[src/rtl/muldiv_pkg.sv]
// muldiv_pkg: shared types and constants for the iterative multiply/divide unit.
// Holds the operation encodings, the FSM state type, the default operand width
// and the iteration count used by muldiv_unit.
package muldiv_pkg;

    localparam int DEF_WIDTH = 16;
    localparam int ITERS     = 16;
    localparam int CNT_W     = 4;
    localparam logic [CNT_W-1:0] LAST_CNT = CNT_W'(ITERS - 1);

    typedef enum logic [1:0] {
        OP_MUL  = 2'b00,
        OP_MULH = 2'b01,
        OP_DIV  = 2'b10,
        OP_REM  = 2'b11
    } op_e;

    typedef enum logic [1:0] {
        IDLE = 2'b00,
        RUN  = 2'b01,
        DONE = 2'b10
    } state_e;

endpackage

[src/rtl/muldiv_unit.sv]
// muldiv_unit: iterative unsigned multiply / divide with register-file write-back.
// Ports:
//   Clock, Reset_n      - rising-edge clock, asynchronous active-low reset
//   Start, Op           - request pulse and operation (MUL, MULH, DIV, REM)
//   ReadRS, ReadRT, RD  - operand A, operand B and destination register
//   Flush               - abort the operation in flight
//   Busy, Done          - unit occupied / one-cycle result strobe
//   RegWrite, WriteData, RDOut - register file write port
//   DivByZero           - flags a DIV/REM result computed with a zero divisor
// Build option: define MULDIV_REM_EN to support Op=REM; otherwise REM requests are ignored.
module muldiv_unit
    import muldiv_pkg::*;
#(
    parameter int WIDTH  = DEF_WIDTH,
    parameter int REG_AW = 2
) (
    input  logic              Clock,
    input  logic              Reset_n,
    input  logic              Start,
    input  logic [1:0]        Op,
    input  logic [WIDTH-1:0]  ReadRS,
    input  logic [WIDTH-1:0]  ReadRT,
    input  logic [REG_AW-1:0] RD,
    input  logic              Flush,
    output logic              Busy,
    output logic              Done,
    output logic              RegWrite,
    output logic [WIDTH-1:0]  WriteData,
    output logic [REG_AW-1:0] RDOut,
    output logic              DivByZero
);

    state_e             state, state_nxt;
    op_e                op_q;
    logic [CNT_W-1:0]   cnt;
    logic [WIDTH-1:0]   acc, mq, b, wd;
    logic [REG_AW-1:0]  rd_q;
    logic [WIDTH:0]     mul_sum, div_diff;
    logic [WIDTH-1:0]   acc_nxt, mq_nxt, result;
    logic               op_ok, start_ok, last, div_ge, hi_sel;

`ifdef MULDIV_REM_EN
    assign op_ok  = 1'b1;
    assign hi_sel = (op_q == OP_MULH) || (op_q == OP_REM);
`else
    assign op_ok  = (op_e'(Op) != OP_REM);
    assign hi_sel = (op_q == OP_MULH);
`endif

    assign start_ok = Start && !Flush && op_ok;
    assign last     = (cnt == LAST_CNT);

    // {acc, mq} is one double-width register: multiply shifts it right while
    // adding the multiplicand into acc; divide shifts it left and acc holds
    // the partial remainder while quotient bits enter mq from the bottom.
    assign mul_sum  = {1'b0, acc} + (mq[0] ? {1'b0, b} : '0);
    assign div_diff = {acc, mq[WIDTH-1]} - {1'b0, b};
    assign div_ge   = !div_diff[WIDTH];
    assign acc_nxt  = op_q[1] ? (div_ge ? div_diff[WIDTH-1:0] : {acc[WIDTH-2:0], mq[WIDTH-1]})
                              : mul_sum[WIDTH:1];
    assign mq_nxt   = op_q[1] ? {mq[WIDTH-2:0], div_ge} : {mul_sum[0], mq[WIDTH-1:1]};
    assign result   = hi_sel ? acc_nxt : mq_nxt;

    always_ff @(posedge Clock or negedge Reset_n) begin
        if (!Reset_n)
            state <= IDLE;
        else
            state <= state_nxt;
    end

    always_comb begin
        state_nxt = state;
        unique case (state)
            IDLE:    state_nxt = start_ok ? RUN : IDLE;
            RUN:     state_nxt = Flush ? IDLE : (last ? DONE : RUN);
            DONE:    state_nxt = IDLE;
            default: state_nxt = IDLE;
        endcase
    end

    always_ff @(posedge Clock or negedge Reset_n) begin
        if (!Reset_n) begin
            cnt  <= '0;
            acc  <= '0;
            mq   <= '0;
            b    <= '0;
            wd   <= '0;
            rd_q <= '0;
            op_q <= OP_MUL;
        end else if (state == IDLE && start_ok) begin
            cnt  <= '0;
            acc  <= '0;
            mq   <= ReadRS;
            b    <= ReadRT;
            rd_q <= RD;
            op_q <= op_e'(Op);
        end else if (state == RUN) begin
            cnt <= cnt + 1'b1;
            acc <= acc_nxt;
            mq  <= mq_nxt;
            if (last && !Flush)
                wd <= result;
        end
    end

    // Flush during DONE suppresses the write-back in that same cycle.
    assign Busy      = (state != IDLE);
    assign Done      = (state == DONE) && !Flush;
    assign RegWrite  = Done;
    assign DivByZero = Done && op_q[1] && (b == '0);
    assign WriteData = wd;
    assign RDOut     = rd_q;

endmodule

[config.mk]
export PLATFORM = sky130hd
export DESIGN_NAME = muldiv_unit
export DESIGN_NICKNAME = d
export VERILOG_FILES = /design/src/rtl/muldiv_pkg.sv /design/src/rtl/muldiv_unit.sv
export SDC_FILE = /design/constraint.sdc
export NUM_CORES = 1
export LEC_CHECK = 0
export CORE_ASPECT_RATIO = 0.7
export CORE_MARGIN = 5
export CORE_UTILIZATION = 48
export DETAILED_ROUTE_END_ITERATION = 6
export DONT_BUFFER_PORTS = 1
export PLACE_DENSITY = 0.65
export RECOVER_POWER = 50
export SLEW_MARGIN = 20
export SYNTH_ARGS = -nofsm -noshare
export SYNTH_HDL_FRONTEND = slang
export SYNTH_SLANG_ARGS = --single-unit
export TNS_END_PERCENT = 20
[constraint.sdc]
create_clock -name Clock -period 2.9 [get_ports Clock]
set_input_delay 0.435 -clock Clock [delete_from_list [all_inputs] [get_ports Clock]]
set_output_delay 0.435 -clock Clock [all_outputs]
set_load 0.005 [all_outputs]
Word-level counts from Yosys, hierarchy flattened
Cells that the tools add are included.
- register bits: 74
- bits of input ports: 40
- output and inout bits: 22
- word-level logic and storage cells: 46
- add/sub/neg operators: 3
- eq/ne operators: 5
- muxes and demuxes: 15
- bitwise operators: 1
- reductions and logical operators: 14
- operators with widths (cell ; count):
    $mux 16 ; 9
    $add 16x16->17 ; 1
    $sub 17x16->17 ; 1
    $logic_not 16->1 ; 1
    $mux 4 ; 2
    $logic_and 1x1->1 ; 7
    $add 4x1->4 const B ; 1
    $eq 2x1->1 const B ; 2
    $eq 4x4->1 const B ; 1
    $mux 2 ; 2
    $pmux 2 s2 ; 1
    $reduce_bool 2->1 ; 2
    $reduce_and 3->1 ; 1
    $eq 2x2->1 const B ; 1
    $logic_not 1->1 ; 2
    $logic_not 2->1 ; 1
    $ne 2x2->1 const B ; 1
    $mux 1 ; 1
    $not 1->1 ; 1

Depth between registers and ports, before layout
Gate-level depths: netlist of run 1.
- word-level depth: 6
- depth in mapped cells: 12
- gate-level depth less buffers: 11

Least setup slack after synthesis of run 1
OpenSTA, ideal clock, no wires.
- path kind: reg-to-reg
- start point: register mq[0]
- end point: register acc[15]
- setup time: 133 ps
- arrival: 2633 ps
- required time: 2767 ps
- setup slack: 134 ps
- stages on the path, launching flop included: 11
- path buffers: 0
- clock period less this slack: 2766 ps
- path through: dfrtp_1 > and2_1 > ha_1 > fa_1 > a211o_1 > a2111oi_4 > o21ba_2 > o311ai_1 > a211oi_2 > a2bb2oi_1 > o211ai_1
- longest elaborated chain between the ends: 5
- RTL lines (what ; line ; source):
    start, declared ; muldiv_unit.sv:36 ; logic [WIDTH-1:0] acc, mq, b, wd;
    start signal, assigned ; muldiv_unit.sv:93 ; mq <= ReadRS;
    start signal, assigned ; muldiv_unit.sv:100 ; mq <= mq_nxt;
    $mux 16 ; muldiv_unit.sv:56 ; assign mul_sum = {1'b0, acc} + (mq[0] ? {1'b0, b} : '0);
    $add 16x16->17 ; muldiv_unit.sv:56 ;
    $mux 16 ; muldiv_unit.sv:59 ; assign acc_nxt = op_q[1] ? (div_ge ? div_diff[WIDTH-1:0] : {acc[WIDTH-2:0], mq[WIDTH-1]})
    $mux 16 ; muldiv_unit.sv:97 ; end else if (state == RUN) begin
    $mux 16 ; muldiv_unit.sv:90 ; end else if (state == IDLE && start_ok) begin
    end signal, assigned ; muldiv_unit.sv:99 ; acc <= acc_nxt;
    end, declared ; muldiv_unit.sv:36 ;
Every way passes these cells. The select of a mux whose other input is x is not followed.
A chain may end at the register's enable or synchronous reset.

Worst setup path after layout of run 1
Same ends and word-level chain as after synthesis.

==> results.md, run 1 <==
* Outcome: finished, violations left
* Failing checks: capacitance limit, slew limit
* Unrepaired setup endpoints after global routing: yes
* FF+latch count, synth at 74
* Num ports at 62
* Post-route setup TNS at 0 ps
* Via/cell ratio at 6.26
* Num rows at 31
* Layout area overhead at 13.7%
* Worst hold path class: in2reg
* Dpl cell area at 5380 µm²
* Element type at the critical path end: register
* Clock H-tree levels at 3
* Grt ovf at 0
* Simple-gate portion of the synthesized area at 0.162
* Maxcap violations at 1
* Overall routing resource usage at 0.235
* Share of layout cells above drive strength 1 at 0.134
* Post-synth EDFFs at 0
* PwrDens at 1120 nW/µm²
* CP arrival at 3090 ps
* Die ar. at 13000 µm²
* Total wire length at 15.7 mm
* Layout Utilization at 0.563
* Syn Inst Count at 583
* Peak VDD IR at 0.000574 V
* Yosys Warn Count at 0
* Largest net degree at the start of global routing at 75
* Die Wd at 134 µm
* Slew HR at -0.256
* Worst-Margin Slew at 1880 ps
* CTS tree: yes
* IO Port Bufs at 0
* Leakage at 2.67 nW
* Final hold vios at 0
* Vias at 4608
* Count of pins over their slew limit at 75
* Root Driver: clkbuf_16
* Synth Area in Compound Gates at 0.241
* CTS clock-pin slew for the worst setup and hold paths at 70 ps
* Initial antenna violation count at 0
* Post-synthesis mux area share at 0.0680
* Max Clk Rate at 349 MHz
* Routability cong. at 0.942
* DIE HEIGHT at 96.8 µm
* DR pass1 iterations at 5
* Global-route wire length before repair at 23.9 mm
* Crit start category: register
* Synth async-reset ratio at 1.00
* CTS Sinks at 74
* Adder-cell share of the synthesized area at 0.0876
* Largest family of logic cells by synthesized area: compound AO/OA/AOI/OAI gates
* Synth Area in XOR/XNOR at 0.0404
* Design area at 5880 µm²
* Mean area per synthesized cell at 8.87 µm²
* Synth unique cells at 58
* Vias in the first global route at 4220
* Final setup fails at 0
* Tcrit/Tclk final at 0.989
* Fin Hold WS at 206 ps
* Top FF cell, synth: dfrtp_1
* Crit Path Class: reg2reg
* Worst Path Required at 3120 ps
* Post-Syn Area at 5170 µm²
* Multi-input gate area at 3180 µm²
* Clk_skew at 11.2 ps
* Crit Path Max Fanout at 4
* WL/cell at 21.4 µm
* Remaining antenna violation count after routing at 0
* Initial Utilization at 0.496
* Filler cells at 979
* Post-route DRC at 0
* Post-DP HPWL at 11.6 mm
* Core Box Area at 10400 µm²
* DP Worst Slack at 40.7 ps
* Syn_nets at 658
* Seq. cell area at 1850 µm²
* Fin crit period at 2870 ps
* Initial drt markers at 458
* Clk_lat worst skew at 350 ps
* Clock Tree Buf Depth at 2
* Share of the yosys chip area belonging to registers at 0.358
* TritonCTS buffer count at 9
* Final WS setup at 31.3 ps
* Fin nets at 673
path summary, 6_finish.rpt:
path                                           startpoint                         to  slack [ps]  cells after the start
worst max-delay path                    mq[0]$_DFFE_PN0P_        acc[15]$_DFFE_PN0P_          30                     10
worst min-delay path                           ReadRT[15]          b[15]$_DFFE_PN0P_         210                      2
worst max register to register          mq[0]$_DFFE_PN0P_        acc[15]$_DFFE_PN0P_          30                     10
worst min register to register  WriteData[12]$_DFFE_PN0P_  WriteData[12]$_DFFE_PN0P_         510                      2
max in group asynchronous                         Reset_n          mq[2]$_DFFE_PN0P_         620                      2
min in group asynchronous                         Reset_n           b[9]$_DFFE_PN0P_        1160                      2
report_power, final:
group	switching (W)	leakage (nW)	total, W	internal, W
Clock	0.000481	0.142	0.00115	0.000673
Combinational	0.00205	1.61	0.00375	0.00170
Sequential	0.000336	0.924	0.00165	0.00132
metrics by stage:
step / power (W) / cells
after floorplan: 0.00399 / 583
after global placement: 0.00484 / 707
after detailed placement: 0.00486 / 707
after CTS: 0.00608 / 725
after global routing: 0.00695 / 735
final: 0.00656 / 736
cells in the mapped netlist (10+ instances only):
| cell type | number | area share |
|---|---|---|
| clkbuf_1 | 23 | 0.017 |
| xor2_1 | 10 | 0.017 |
| and2_1 | 20 | 0.024 |
| nand3_1 | 10 | 0.0097 |
| ha_1 | 33 | 0.080 |
| a221o_1 | 13 | 0.025 |
| a21oi_1 | 40 | 0.039 |
| nor2_1 | 44 | 0.032 |
| dfrtp_1 | 74 | 0.36 |
| o21ai_0 | 48 | 0.046 |
| xnor2_1 | 12 | 0.020 |
| inv_1 | 22 | 0.016 |
| mux2i_1 | 25 | 0.048 |
| nand2_1 | 65 | 0.047 |
layer usage:
| layer | wire, µm | global-route usage |
|---|---|---|
| met5 | 0 | 0 |
| met2 | 6330 | 0.317 |
| met4 | 191 | 0.0524 |
| met1 | 7890 | 0.374 |
| met3 | 1320 | 0.0576 |
flip-flops by register name (all words and copies together) (netlist names):
| register | count |
|---|---|
| mq | 16 |
| cnt | 4 |
| op_q | 2 |
| WriteData | 16 |
| RDOut | 2 |
| acc | 16 |
| state | 2 |
| b | 16 |
kinds of logic (layout without fill, tap and decap cells):
family | Yosys count | in the layout
multiplexers | 34 | 34
adder cells (fa/ha/maj) | 35 | 35
other | 0 | 1
buffers and inverters | 53 | 73
AND/OR/NAND/NOR | 180 | 180
XOR/XNOR | 23 | 23
flip-flops | 74 | 74
AO/OA/AOI/OAI | 184 | 184
worst max-delay path, cell delays in order (launching register included):
cell,delay (ps)
dfrtp_1,400
and2_4,160
ha_4,160
fa_2,360
a211o_1,350
a2111oi_4,460
o21ba_4,220
o311ai_4,110
a211oi_2,250
a2bb2oi_1,180
o211ai_1,100
layout make-up:
| type | instances | share of cell area |
|---|---|---|
| multi-input cells | 456 | 0.541 |
| flip-flops and latches | 74 | 0.315 |
| repair buffers | 34 | 0.0492 |
| clock buffers | 9 | 0.0383 |
| well taps | 132 | 0.0281 |
| inverters | 23 | 0.0147 |
| clock inverters | 7 | 0.0130 |
| diodes | 1 | 0.000426 |
what timing repair did:
item                                    4_1_cts  5_1_grt
hold endpoints to repair                     74        0
resized for setup                             0       18
endpoints found under the setup margin        0       18
buffers inserted                              0        9
hold buffers                                  2        0
layout by cell type, fill, tap and decap left out, types with 11 or more instances in the layout:
cell / Yosys / final
a221o_1: 13 / 13
and2_1: 20 / 19
buf_4: 2 / 29
a21oi_1: 40 / 40
nand2_1: 65 / 65
inv_1: 22 / 22
nor2_1: 44 / 43
mux2i_1: 25 / 25
o21ai_0: 48 / 47
xnor2_1: 12 / 11
ha_1: 33 / 31
dfrtp_1: 74 / 74
(Power assumes the default switching activity.)
==> run 2, diff against run 1 <==
Settings changed: CORE_MARGIN 5 to not set, RECOVER_POWER 50 to not set.
==> results.md, run 2 (same netlist as run 1, synthesis figures left out) <==
* CTS Sinks at 74
* DIE HEIGHT at 88.8 µm
* Initial Utilization at 0.497
* Via/cell ratio at 6.22
* Clk_lat worst skew at 340 ps
* WL/cell at 20.7 µm
* Initial drt markers at 429
* Tcrit/Tclk final at 1.01
* Max Clk Rate at 342 MHz
* Element type at the critical path end: register
* Placed Cells at 704
* Post-route DRC at 0
* Clock Tree Buf Depth at 2
* Non-filler cells, final at 726
* # diodes at 0
* Share of layout cells above drive strength 1 at 0.120
* IO Port Bufs at 0
* CTS tree: yes
* TritonCTS buffer count at 9
* CTS clock-pin slew for the worst setup and hold paths at 70 ps
* Crit Path Class: reg2reg
* Global-route wire length before repair at 23.2 mm
* Final setup fails at 1
* Outcome: finished, violations left
* Peak VDD IR at 0.000494 V
* Commonest non-fill, non-tap cell in the layout: dfrtp_1
* Unrepaired setup endpoints after global routing: yes
* Worst-Margin Slew at 1020 ps
* Overall routing resource usage at 0.276
* Fin Hold WS at -4.99 ps
* Num rows at 31
* Clk_skew at 6.78 ps
* Crit start category: register
* Slew HR at 0.317
* Fin nets at 664
* Dpl cell area at 5360 µm²
* Post-DP HPWL at 11.1 mm
* Largest net degree at the start of global routing at 75
* Vias at 4519
* Layout Utilization at 0.557
* Routability cong. at 0.881
* DR pass1 iterations at 5
* Grt ovf at 0
* Root Driver: clkbuf_16
* Layout area overhead at 12.0%
* Num ports at 62
* Remaining antenna violation count after routing at 0
* Leakage at 2.62 nW
* Total wire length at 15.0 mm
* Internal reg-to-reg setup slack at -20 ps
* Failing checks: hold timing, setup timing
* Maxcap violations at 0
* Clock H-tree levels at 3
* Most frequent cells in the layout: dfrtp_1, nand2_1, o21ai_0
* Design area at 5790 µm²
* Worst Path Required at 3100 ps
* Initial antenna violation count at 0
* CP arrival at 3120 ps
* Die Wd at 126 µm
* PwrDens at 1060 nW/µm²
* Count of pins over their slew limit at 0
* Die ar. at 11200 µm²
* Crit Path Max Fanout at 2
* Fin crit period at 2920 ps
* Final WS setup at -20.5 ps
* Vias in the first global route at 4205
* Core Box Area at 10400 µm²
* DP Worst Slack at -33.4 ps
* Worst hold path class: in2async
* Final hold vios at 9
## run 2: worst paths after layout
check | cells past startpoint | from | to
max in group asynchronous | 1 | Reset_n | cnt[2]$_DFFE_PN0P_
worst min-delay path | 1 | Reset_n | b[8]$_DFFE_PN0P_
worst min register to register | 2 | WriteData[12]$_DFFE_PN0P_ | WriteData[12]$_DFFE_PN0P_
worst max register to register | 10 | b[0]$_DFFE_PN0P_ | acc[15]$_DFFE_PN0P_
worst max-delay path | 10 | b[0]$_DFFE_PN0P_ | acc[15]$_DFFE_PN0P_
min in group Clock | 2 | ReadRT[15] | b[15]$_DFFE_PN0P_
## run 2: repair_timing
action,in CTS,in global routing
hold buffers,1,0
pin swaps,1,10
setup buffers,0,5
endpoints found under the setup margin,2,11
gates resized for setup,1,13
endpoints found under the hold margin,74,0
## run 2: through the flow
step / total power, W / setup TNS [ps]
final: 0.00616 / -20.5
after global routing: 0.00658 / -537
after CTS: 0.00600 / -10.9
after detailed placement: 0.00485 / -33.4
after global placement: 0.00483 / 0
after floorplan: 0.00399 / 0
## run 2: layer usage
layer	vias to the layer above	global-route usage	routed length, µm	share of wire
met5	-	0	0	0
met2	183	0.372	5960	0.40
met4	0	0.0821	208	0.014
li1	2132	-	-	-
met1	2186	0.419	7420	0.49
met3	18	0.0762	1430	0.095
## run 2: critical path, cell delays in order (launching register included)
cell       delay [ps]
dfrtp_1           390
and2_4            170
ha_4              160
fa_2              360
a211o_1           350
a2111oi_4         430
o21ba_4           210
o311ai_4          120
a211oi_2          300
a2bb2oi_1         190
o211ai_1          110
## run 2: power breakdown
part	switching [W]	total (W)	internal, W
sequential	0.000340	0.00166	0.00132
combinational	0.00194	0.00342	0.00148
clock	0.000490	0.00108	0.000593
## run 2: area by class of cell
| class | count | area (µm²) |
|---|---|---|
| clock buffers | 9 | 225 |
| multi-input cells | 456 | 3180 |
| fillers | 964 | 4600 |
| repair buffers | 25 | 220 |
| well taps | 132 | 165 |
| clock inverters | 7 | 60.1 |
| inverters | 23 | 86.3 |
| flip-flops and latches | 74 | 1850 |
